===== src/rtl/pc_fetch_unit_pkg.sv =====
// Shared definitions for the PC / instruction-fetch stage: widths, field positions,
// FSM state encoding and the control-flag bundle handed to the next-PC calculator.
package pc_fetch_unit_pkg;

  localparam int unsigned PC_W       = 32;
  localparam int unsigned INSTR_W    = 32;
  localparam int unsigned OPCODE_W   = 6;
  localparam int unsigned OPCODE_LSB = 26;
  localparam int unsigned IMM_W      = 16;
  localparam int unsigned TARGET_W   = 26;
  localparam int unsigned WAIT_W     = 4;

  localparam logic [PC_W-1:0] RESET_PC_DEF = 32'h0040_0000;

  typedef enum logic [1:0] {
    S_IDLE  = 2'd0,
    S_FETCH = 2'd1,
    S_EXEC  = 2'd2,
    S_HALT  = 2'd3
  } state_e;

  // Control-unit decisions plus the ALU zero flag, consumed only by the next-PC logic
  typedef struct packed {
    logic branch_eq;
    logic branch_ne;
    logic jump;
    logic jump_reg;
    logic zero;
  } ctrl_flags_t;

endpackage


===== src/rtl/pc_fetch_unit_next_pc_calc.sv =====
// Combinational next-PC selection: JR > J/JAL > taken branch > sequential.
// All additions wrap modulo 2^NBITS.
module pc_fetch_unit_next_pc_calc
  import pc_fetch_unit_pkg::*;
#(
  parameter int unsigned NBITS = PC_W
) (
  input  logic [NBITS-1:0]    pc,
  input  logic [TARGET_W-1:0] target_field,
  input  ctrl_flags_t         flags,
  input  logic [NBITS-3:0]    jr_word,
  output logic [NBITS-1:0]    next_pc_c
);

  logic [NBITS-1:0] pc_plus4;
  logic [NBITS-1:0] branch_off;
  logic [NBITS-1:0] branch_tgt;
  logic [NBITS-1:0] jump_tgt;
  logic [NBITS-1:0] jr_tgt;
  logic             taken;

  always_comb begin
    pc_plus4   = pc + NBITS'(4);
    branch_off = {{(NBITS-IMM_W-2){target_field[IMM_W-1]}}, target_field[IMM_W-1:0], 2'b00};
    branch_tgt = pc_plus4 + branch_off;
    jump_tgt   = {pc_plus4[NBITS-1:TARGET_W+2], target_field, 2'b00};
    // JR target low bits are dropped, so a misaligned rs still lands word-aligned
    jr_tgt     = {jr_word, 2'b00};
    taken      = (flags.branch_eq & flags.zero) | (flags.branch_ne & ~flags.zero);

    next_pc_c = pc_plus4;
    if (flags.jump_reg) begin
      next_pc_c = jr_tgt;
    end else if (flags.jump) begin
      next_pc_c = jump_tgt;
    end else if (taken) begin
      next_pc_c = branch_tgt;
    end
  end

endmodule


===== src/rtl/pc_fetch_unit.sv =====
// Program counter and instruction-fetch stage: fetches over a req/ready handshake,
// holds the instruction for Control, and advances the PC once the consumer releases it.
module pc_fetch_unit
  import pc_fetch_unit_pkg::*;
#(
  parameter int unsigned      NBITS    = PC_W,
  parameter logic [NBITS-1:0] RESET_PC = NBITS'(RESET_PC_DEF),
  parameter int unsigned      MAX_WAIT = 15
) (
  input  logic                clk,
  input  logic                reset,
  output logic                imem_req_o,
  output logic [NBITS-1:0]    imem_addr_o,
  input  logic                imem_ready_i,
  input  logic [INSTR_W-1:0]  imem_data_i,
  output logic [INSTR_W-1:0]  instr_o,
  output logic [OPCODE_W-1:0] opcode_o,
  output logic                instr_valid_o,
  output logic [NBITS-1:0]    pc_o,
  output logic [NBITS-1:0]    pc_plus4_o,
  input  logic                branch_eq_i,
  input  logic                branch_ne_i,
  input  logic                jump_i,
  input  logic                jump_reg_i,
  input  logic [NBITS-1:0]    jr_target_i,
  input  logic                zero_i,
  input  logic                stall_i,
  output logic                fetch_fault_o
);

  state_e              state_q, state_d;
  logic [NBITS-1:0]    pc_q, pc_d, pc4_q;
  logic [INSTR_W-1:0]  ir_q, ir_d;
  logic [WAIT_W-1:0]   cnt_q, cnt_d;
  logic                fault_q, fault_d;
  logic                req_q, valid_q;
  logic [NBITS-1:0]    next_pc_c;
  ctrl_flags_t         flags;

  assign flags = '{branch_eq: branch_eq_i, branch_ne: branch_ne_i,
                   jump: jump_i, jump_reg: jump_reg_i, zero: zero_i};

  pc_fetch_unit_next_pc_calc #(.NBITS(NBITS)) u_next_pc (
    .pc           (pc_q),
    .target_field (ir_q[TARGET_W-1:0]),
    .flags        (flags),
    .jr_word      (jr_target_i[NBITS-1:2]),
    .next_pc_c    (next_pc_c)
  );

  // State register plus PC/IR/counter; req and valid are registered from the next state
  always_ff @(posedge clk or posedge reset) begin
    if (reset) begin
      state_q <= S_IDLE;
      pc_q    <= RESET_PC;
      pc4_q   <= RESET_PC + NBITS'(4);
      ir_q    <= '0;
      cnt_q   <= '0;
      fault_q <= 1'b0;
      req_q   <= 1'b0;
      valid_q <= 1'b0;
    end else begin
      state_q <= state_d;
      pc_q    <= pc_d;
      pc4_q   <= pc_d + NBITS'(4);
      ir_q    <= ir_d;
      cnt_q   <= cnt_d;
      fault_q <= fault_d;
      req_q   <= (state_d == S_FETCH);
      valid_q <= (state_d == S_EXEC);
    end
  end

  // Next-state and register-update logic
  always_comb begin
    state_d = state_q;
    pc_d    = pc_q;
    ir_d    = ir_q;
    cnt_d   = cnt_q;
    fault_d = fault_q;

    case (state_q)
      S_IDLE: begin
        state_d = S_FETCH;
      end
      S_FETCH: begin
        if (imem_ready_i) begin
          ir_d    = imem_data_i;
          cnt_d   = '0;
          state_d = S_EXEC;
        end else begin
          cnt_d = cnt_q + WAIT_W'(1);
          // Give up once the counter reaches MAX_WAIT unanswered cycles
          if (cnt_q == WAIT_W'(MAX_WAIT - 1)) begin
            state_d = S_HALT;
            fault_d = 1'b1;
          end
        end
      end
      S_EXEC: begin
        if (!stall_i) begin
          pc_d    = next_pc_c;
          state_d = S_FETCH;
        end
      end
      S_HALT: begin
        state_d = S_HALT;
      end
      default: begin
        state_d = S_IDLE;
      end
    endcase
  end

  assign imem_req_o    = req_q;
  assign imem_addr_o   = pc_q;
  assign instr_o       = ir_q;
  assign opcode_o      = ir_q[OPCODE_LSB +: OPCODE_W];
  assign instr_valid_o = valid_q;
  assign pc_o          = pc_q;
  assign pc_plus4_o    = pc4_q;
  assign fetch_fault_o = fault_q;

endmodule


===== config.mk =====
export PLATFORM = sky130hd
export DESIGN_NAME = pc_fetch_unit
export DESIGN_NICKNAME = d
export VERILOG_FILES = /design/src/rtl/pc_fetch_unit_pkg.sv /design/src/rtl/pc_fetch_unit_next_pc_calc.sv /design/src/rtl/pc_fetch_unit.sv
export SDC_FILE = /design/constraint.sdc
export NUM_CORES = 1
export LEC_CHECK = 0
export BUFFER_PORTS_ARGS = -buffer_cell sky130_fd_sc_hd__buf_2
export CORE_MARGIN = 5
export CORE_UTILIZATION = 40
export DETAILED_ROUTE_END_ITERATION = 7
export GPL_ROUTABILITY_DRIVEN = 0
export PLACE_DENSITY = 0.69
export SYNTH_ARGS = -nofsm -noshare
export SYNTH_HDL_FRONTEND = slang
export SYNTH_SLANG_ARGS = --single-unit

===== constraint.sdc =====
create_clock -name clk -period 6.1 [get_ports clk]
set_input_delay 0.915 -clock clk [delete_from_list [all_inputs] [get_ports clk]]
set_output_delay 0.915 -clock clk [all_outputs]
set_load 0.1 [all_outputs]

Word level (Yosys, flattened, before mapping):

Cells that the tools add are included.

* $add $sub $neg: 4
* equality and inequality tests: 6
* muxes and demuxes: 10
* bitwise operators: 5
* reductions and logical operators: 3

Operators with widths (number)
* $mux W32: 5
* $add A32 B3 Y32 const B: 2
* $add A32 B32 Y32: 1
* $pmux W2 S4: 1
* $eq A2 B2 Y1 const B: 3
* $mux W2: 3
* $add A4 B1 Y4 const B: 1
* $eq A2 B1 Y1 const B: 2
* $eq A4 B4 Y1 const B: 1
* $mux W4: 1
* $reduce_and A3 Y1: 1
* $and A1 B1 Y1: 2
* $logic_not A2 Y1: 1
* $not A1 Y1: 2
* $reduce_and A2 Y1: 1
* $or A1 B1 Y1: 1

* bits in registers: 105
* input bits: 73
* output and inout bits: 137
* logic and storage cells: 36

Depth between registers and ports, before layout:

Gate-level depths: netlist (run 1).

* word-level depth: 9
* mapped depth: 18
* gate-level depth less buffers: 17

By module:

A second synthesis (run 1) with hierarchy kept.

* cell total of the unflattened synthesis: 892
* area, all modules: 7798.7 µm²

Modules (own cells, without submodules)
* pc_fetch_unit: instances 1, cells each 433, area each 4734.5 µm², sequential area each 2581.2 µm²
* pc_fetch_unit_next_pc_calc: instances 1, cells each 459, area each 3064.2 µm², sequential area each 0.0 µm²

Worst setup path after synthesis (run 1):

OpenSTA, ideal clock, no wires.

* path type: reg-to-reg
* start: register pc_q[4], in the netlist imem_addr_o[4]
* end: register pc4_q[31], in the netlist pc_plus4_o[31]
* setup time: 0.128 ns
* arrival: 4.714 ns
* required time: 5.972 ns
* slack: 1.258 ns
* stages on the path, launching flop included: 18
* buffers on the path: 1
* clock period less this slack: 4.842 ns
* path through: dfrtp_1 clkbuf_2 nand4_2 nor4_4 nand4_1 xor2_1 inv_1 ha_1 nand2_1 o21ai_0 a221oi_1 nor2b_2 o31ai_1 mux2i_1 xor2_1 mux2i_1 a221oi_4 xnor2_1

* cells in the longest elaborated chain, start to end: 8

RTL lines
* start: declaration: line pc_fetch_unit.sv:32 `logic [NBITS-1:0] pc_q, pc_d, pc4_q;`
* start signal: assignment: line pc_fetch_unit.sv:64 `pc_q <= pc_d;`
* $add A32 B3 Y32 *: line pc_fetch_unit_next_pc_calc.sv:23 `pc_plus4 = pc + NBITS'(4);`
* $add A32 B32 Y32: line pc_fetch_unit_next_pc_calc.sv:25 `branch_tgt = pc_plus4 + branch_off;`
* $mux W32: line pc_fetch_unit_next_pc_calc.sv:36 `end else if (taken) begin`
* $mux W32 *: line pc_fetch_unit_next_pc_calc.sv:34 `end else if (flags.jump) begin`
* $mux W32 *: line pc_fetch_unit_next_pc_calc.sv:32 `if (flags.jump_reg) begin`
* $mux W32 *: line pc_fetch_unit.sv:101 `if (!stall_i) begin`
* $mux W32 *: line pc_fetch_unit.sv:82 `case (state_q)`
* via pc_d[31]: line pc_fetch_unit.sv:32
* $add A32 B3 Y32 *: line pc_fetch_unit.sv:65 `pc4_q <= pc_d + NBITS'(4);`
* end signal: assignment: line pc_fetch_unit.sv:56 `pc4_q <= RESET_PC + NBITS'(4);`
* end signal: assignment: line pc_fetch_unit.sv:65
* end: declaration: line pc_fetch_unit.sv:32

The timed path passes the listed nets; every way through them passes the cells marked *.
A chain may end at the register's enable or synchronous reset.

Worst setup path in the final report (run 1):

Same ends and word-level chain as after synthesis.

==> results of run 1 <==
## worst max path at each step
| stage | start | end | slack [ns] | cells past startpoint |
|---|---|---|---|---|
| floorplan | imem_addr_o[4] | pc_plus4_o[31] | 1.26 | 17 |
| global placement | imem_addr_o[4] | pc_plus4_o[31] | 1.43 | 17 |
| detailed placement | imem_addr_o[4] | pc_plus4_o[31] | 1.29 | 17 |
| CTS | imem_addr_o[4] | pc_plus4_o[31] | 1.26 | 17 |
| global route | imem_addr_o[4] | pc_plus4_o[30] | 0.86 | 16 |
| finish | imem_addr_o[4] | pc_plus4_o[31] | 1.16 | 17 |
## sequential cells by signal, indices dropped and copies added, names as in the netlist
register       flops
instr_o           32
imem_addr_o       30
pc_plus4_o        30
cnt_q              4
state_q            2
fetch_fault_o      1
imem_req_o         1
instr_valid_o      1
## cells in the final DEF (no fill, tap or decap), types with 17 or more instances in the layout
cell type	n
ha_1	35
nand3_1	41
a21oi_1	54
mux2_2	36
nor3_1	18
nand4_1	20
nor2_1	59
and3_1	20
dfrtp_1	98
xor2_1	17
xnor2_1	43
o21ai_0	45
inv_1	34
nand2_1	80
buf_2	201
## final cells by class
class,count,area (um2)
fill,1907,10400
multi-input combinational,676,4780
sequential,101,2530
timing repair buffer,209,1070
tap,265,332
clock buffer,11,233
inverter,35,134
clock inverter,5,60.1
antenna,1,2.50
## cells in the mapped netlist, types with 35 or more instances
| master | instances | area [um2] |
|---|---|---|
| o21ai_0 | 45 | 225 |
| xnor2_1 | 43 | 377 |
| a21oi_1 | 54 | 270 |
| nor2_1 | 59 | 221 |
| buf_4 | 45 | 338 |
| ha_1 | 35 | 438 |
| dfrtp_1 | 98 | 2450 |
| nand3_1 | 41 | 205 |
| mux2_2 | 36 | 405 |
| inv_1 | 35 | 131 |
| nand2_1 | 80 | 300 |
## critical path, stage by stage, from the launching register on
cell and delay [ns]:
dfrtp_1 0.54, nand4_2 0.28, nor4_4 0.51, nand4_1 0.16
xor2_1 0.25, inv_1 0.11, ha_1 0.46, nand4_1 0.20
nor3_1 0.24, o21ai_0 0.14, a31oi_1 0.34, nor2b_2 0.12
o31ai_1 0.32, mux2i_1 0.30, xor2_1 0.20, mux2i_1 0.33
a221oi_4 0.12, xnor2_1 0.17
## cells by family after synthesis
kind of cell	after synthesis
AOI/OAI and AO/OA	219
DFF	101
buffers and inverters	115
adders and majority gates	36
xor gates and xnor gates	60
and+or+nand+nor	310
muxes	45
other	1
## stage by stage
step           setup WS, ns  utilization (%)  cell area (um2)  instances
2_1_floorplan          1.26                -             8000        892
5_1_grt               0.860             46.8             9140       1303
3_5_place_dp           1.29             45.3             8840       1286
3_3_place_gp           1.43             45.3             8840       1286
6_report               1.16             46.8             9140       1303
4_1_cts                1.26             46.8             9130       1302
## routing by layer
metal | vias up | wire length [um] | GRT usage [%]
met1 | 3479 | 10800 | 30.1
li1 | 3469 | - | -
met4 | 0 | 756 | 8.61
met3 | 44 | 2200 | 4.49
met2 | 311 | 11600 | 33.3
met5 | - | 0 | 0
==> out/metrics.cfg, run 1 <==
[logic_synthesis]
synthArstFlopShare_pct = 100
synth_top_flop_cell = dfrtp_1
synth_enable_flop_cells = 0
synth.cell_area_um2 = 7980
synthMuxAreaShare_pct = 6.36
synth_compound_area_share_pct = 19.6
synthAdderAreaFrac_pct = 5.74
synth_cells = 887
ys_seq_area_share_pct = 31.7
synth_simple_gate_area_share_pct = 21.2
synth_top_family_by_area = simple AND/OR/NAND/NOR gates
yosys_warnings = 0
synthXorXnorAreaFrac_pct = 6.58
synth-seq-cells = 101
ys_types = 98
synth.avg_cell_area_um2 = 9.00

[critical_path]
r2r_cells = 17
r2r_start = imem_addr_o[4]
critPathRequiredTime_ns = 6.33
cp-start-kind = flop
crit_path_end_kind = flop
r2r_setup_slack_ns = 1.16
criticalPathCategory = flop to flop
cp_data_arrival_time_ns = 5.16
timing.rr.end = pc_plus4_o[31]
crit_fanout = 9

[grt]
grt_overflow_total = 0
grt_pass1_vias = 6994
grt_pass1_wl_um = 38500
grt_max_degree = 61
antenna_found_initial = 1
grt_usage_pct = 21.7

[final_layout]
syn2layout_area_growth_pct = 14.5
drive_gt1_share_pct = 30.2
fin_nets = 1141

[die]
core.rowCount = 51
start_util_pct = 40.9
die_h_um = 151
pin_count = 210
coreArea_um2 = 19500
fp.dieW_um = 151
fp.dieArea_um2 = 22900

[timing]
maxSlewHeadroom_pct = 41.5
hold_viol = 0
fin_crit_sh_pct = 80.9
rsz0062_at_grt = no
fmax_ghz = 0.203
tns_ns = 0
hold_ws_ns = 0.466
worst_pin_slew_ns = 0.876
finalCriticalPeriod_ns = 4.94
report.final.slew_viol_count = 0
setup_viol = 0
fin_worst_skew_ns = 0.00995

[clock_tree]
cts_setup_buffers = 0
hold_buffers = 0
cts_num_sinks = 101
cts-htree-levels = 3
root_buffer = clkbuf_16
cts_resized = 0
cts_tree = yes
clockBufferDepth = 2
cts-buffers-inserted = 9
path_clk_slew_ns = 0.07
clk_latency_ns = 0.35

[detailed_routing]
routed_wl_um = 25300
dr.first_iter.drc_count = 566
post_drt_via_cell_ratio = 5.60
via_count = 7303
post_drt_wl_per_cell_um = 19.4
drcViolationCount = 0
first_pass_iters = 5
ant_nets = 0

[min_path]
hold_path_end = fetch_fault_o
hold_path_depth = 1
hp-class = flop to flop
min_from = fetch_fault_o

[flow_run]
maxCapViolations = 0

[place]
place_hpwl_um = 19700
port_buffers = 201

[run_status]
status = completed

Power of run 1 is not shown: default switching activity piles up to over one toggle a cycle in this logic, so the estimate is an artifact.
==> inputs of run 2 (changes only) <==
--- a/config.mk
+++ b/config.mk
@@ -10,7 +10,7 @@
 export CORE_UTILIZATION = 40
 export DETAILED_ROUTE_END_ITERATION = 7
 export GPL_ROUTABILITY_DRIVEN = 0
-export PLACE_DENSITY = 0.69
+export PLACE_DENSITY = 0.72
 export SYNTH_ARGS = -nofsm -noshare
 export SYNTH_HDL_FRONTEND = slang
 export SYNTH_SLANG_ARGS = --single-unit
==> constraint.sdc (replaced) <==
create_clock -name clk -period 4.4 [get_ports clk]
set_input_delay 0.66 -clock clk [delete_from_list [all_inputs] [get_ports clk]]
set_output_delay 0.66 -clock clk [all_outputs]
set_load 0.1 [all_outputs]
==> run 2 against run 1 <==
Effect of this change:
- final cell count grew 4.2%
- flip-flop and latch count is the same
- die area unchanged
- global-route usage is 0.71 points higher
- count of clock-buffer cells in the layout unchanged
- critical path depth grew 1
- register-to-register slack got worse by 1.0 ns
- setup slack lost 1.0 ns
- non-clock buffer count grew 55
- first-iteration DRC count up 31%
- cell area increased by 5.7%
- sequential share of layout area fell by 1.3 points
==> out/metrics.cfg, run 2 (same netlist as run 1, synthesis figures left out) <==
[run_status]
status = completed

[detailed_routing]
via_count = 7665  ; +5.0%
drcViolationCount = 0  ; unchanged
ant_nets = 0  ; unchanged
routed_wl_um = 25700  ; +1.5%
dr.first_iter.drc_count = 741  ; +31%
first_pass_iters = 6  ; +1
post_drt_via_cell_ratio = 5.64  ; +0.71%
post_drt_wl_per_cell_um = 18.9  ; -2.6%

[clock_tree]
clockBufferDepth = 2  ; unchanged
cts_num_sinks = 101  ; unchanged
cts-htree-levels = 3  ; unchanged
clk_latency_ns = 0.35  ; about the same
root_buffer = clkbuf_16
hold_buffers = 0  ; unchanged
cts-buffers-inserted = 9  ; unchanged
cts_tree = yes
path_clk_slew_ns = 0.07  ; about the same

[timing]
worst_pin_slew_ns = 0.805  ; -0.0709 ns
timing.final.ws_setup_ns = 0.123  ; -1.04 ns
fin_worst_skew_ns = 0.00843  ; -0.00152 ns
fin_crit_sh_pct = 97.2  ; +16 points
setup_viol = 0  ; unchanged
fmax_ghz = 0.234  ; +15%
maxSlewHeadroom_pct = 46.1  ; +4.6 points
report.final.slew_viol_count = 0  ; unchanged
hold_viol = 0  ; unchanged
finalCriticalPeriod_ns = 4.28  ; -0.659 ns

[critical_path]
critPathRequiredTime_ns = 4.67  ; -1.66 ns
crit_fanout = 9  ; unchanged
cp_data_arrival_time_ns = 4.54  ; -0.62 ns
criticalPathCategory = flop to flop
cp-start-kind = flop
crit_path_end_kind = flop

[grt]
grt_max_degree = 68  ; +11%
grt_overflow_total = 0  ; unchanged
antenna_found_initial = 0  ; -1
grt_pass1_vias = 7349  ; +5.1%
grt_pass1_wl_um = 40000  ; +3.9%
grt_usage_pct = 22.5  ; +0.71 points

[final_layout]
fin_nets = 1196  ; +4.8%
fin_util_pct = 49.4  ; +2.6 points
drive_gt1_share_pct = 36.7  ; +6.5 points
final_cell_mix = buf_2, nand2_1, dfrtp_1, buf_4, nor2_1
layout.cells.non_filler = 1358  ; +4.2%
largest_reg_flops = 32  ; unchanged
fillerInstances = 1829  ; -4.1%
multi_input_area_um2 = 4860  ; +1.7%
design_area_um2 = 9650  ; +5.7%
regArea_um2 = 2550  ; +0.89%
syn2layout_area_growth_pct = 20.9
layout_commonest_cell = buf_2

[flow_run]
maxCapViolations = 0  ; unchanged

[die]
core.rowCount = 51  ; unchanged
coreArea_um2 = 19500  ; unchanged
pin_count = 210  ; unchanged
die_h_um = 151  ; unchanged
fp.dieArea_um2 = 22900  ; unchanged
start_util_pct = 40.9  ; unchanged
fp.dieW_um = 151  ; unchanged

[place]
port_buffers = 201  ; unchanged
place_hpwl_um = 20600  ; +4.5%
place_ws_ns = 0.148  ; -1.15 ns
dp_cells = 1340  ; +4.2%
placed_cell_area_um2 = 9270  ; +4.8%

[min_path]
hp-class = primary input to asynchronous set/reset pin

## run 2: repair_timing
item,CTS,global route
setup endpoints to repair,0,16
resized for setup,0,17
setup buffers,0,1
## run 2: path summary, 6_finish.rpt
check / from / endpoint / slack (ns) / cells after the start
worst min-delay path: reset / instr_o[23] / 0.44 / 2
worst max-delay path: imem_addr_o[10] / pc_plus4_o[31] / 0.12 / 18
worst min register to register: fetch_fault_o / fetch_fault_o / 0.49 / 1
worst max register to register: imem_addr_o[10] / pc_plus4_o[31] / 0.12 / 18
max in group asynchronous: reset / imem_addr_o[6] / 2.94 / 3
min in group clk: fetch_fault_o / fetch_fault_o / 0.49 / 1
## run 2: cell type report
cell class,instances,area share (%)
well taps,265,3.44
inverters,35,1.39
clock inverters,5,0.635
repair buffers,264,15.3
multi-input cells,676,50.3
flip-flops and latches,101,26.5
diodes,1,0.0259
clock buffers,11,2.41
## run 2: metal layers
layer	GRT usage (%)	wire [um]	vias up
li1	-	-	3582
met1	30.0	10500	3645
met2	35.6	12000	385
met3	5.18	2390	53
met4	8.16	767	0
met5	0	0	-
## run 2: per-stage QoR
stage               setup TNS, ns  hold slack (ns)
floorplan                 -0.0951            0.442
global placement                0            0.436
detailed placement              0            0.455
CTS                             0            0.480
global route               -0.173            0.518
finish                          0            0.442
## run 2: critical path, stage by stage (launching register included)
cell	delay [ns]
dfrtp_2	0.48
nand4_4	0.16
nor4_4	0.33
buf_4	0.19
nand4_1	0.11
xnor2_1	0.19
ha_1	0.42
inv_1	0.14
nor3_2	0.27
o21ai_0	0.12
a31oi_1	0.18
buf_4	0.16
nor2b_2	0.04
o31ai_1	0.28
mux2i_1	0.29
xor2_1	0.20
mux2i_1	0.14
a221oi_4	0.33
xnor2_1	0.17
Power of run 2 is left out for the same reason.
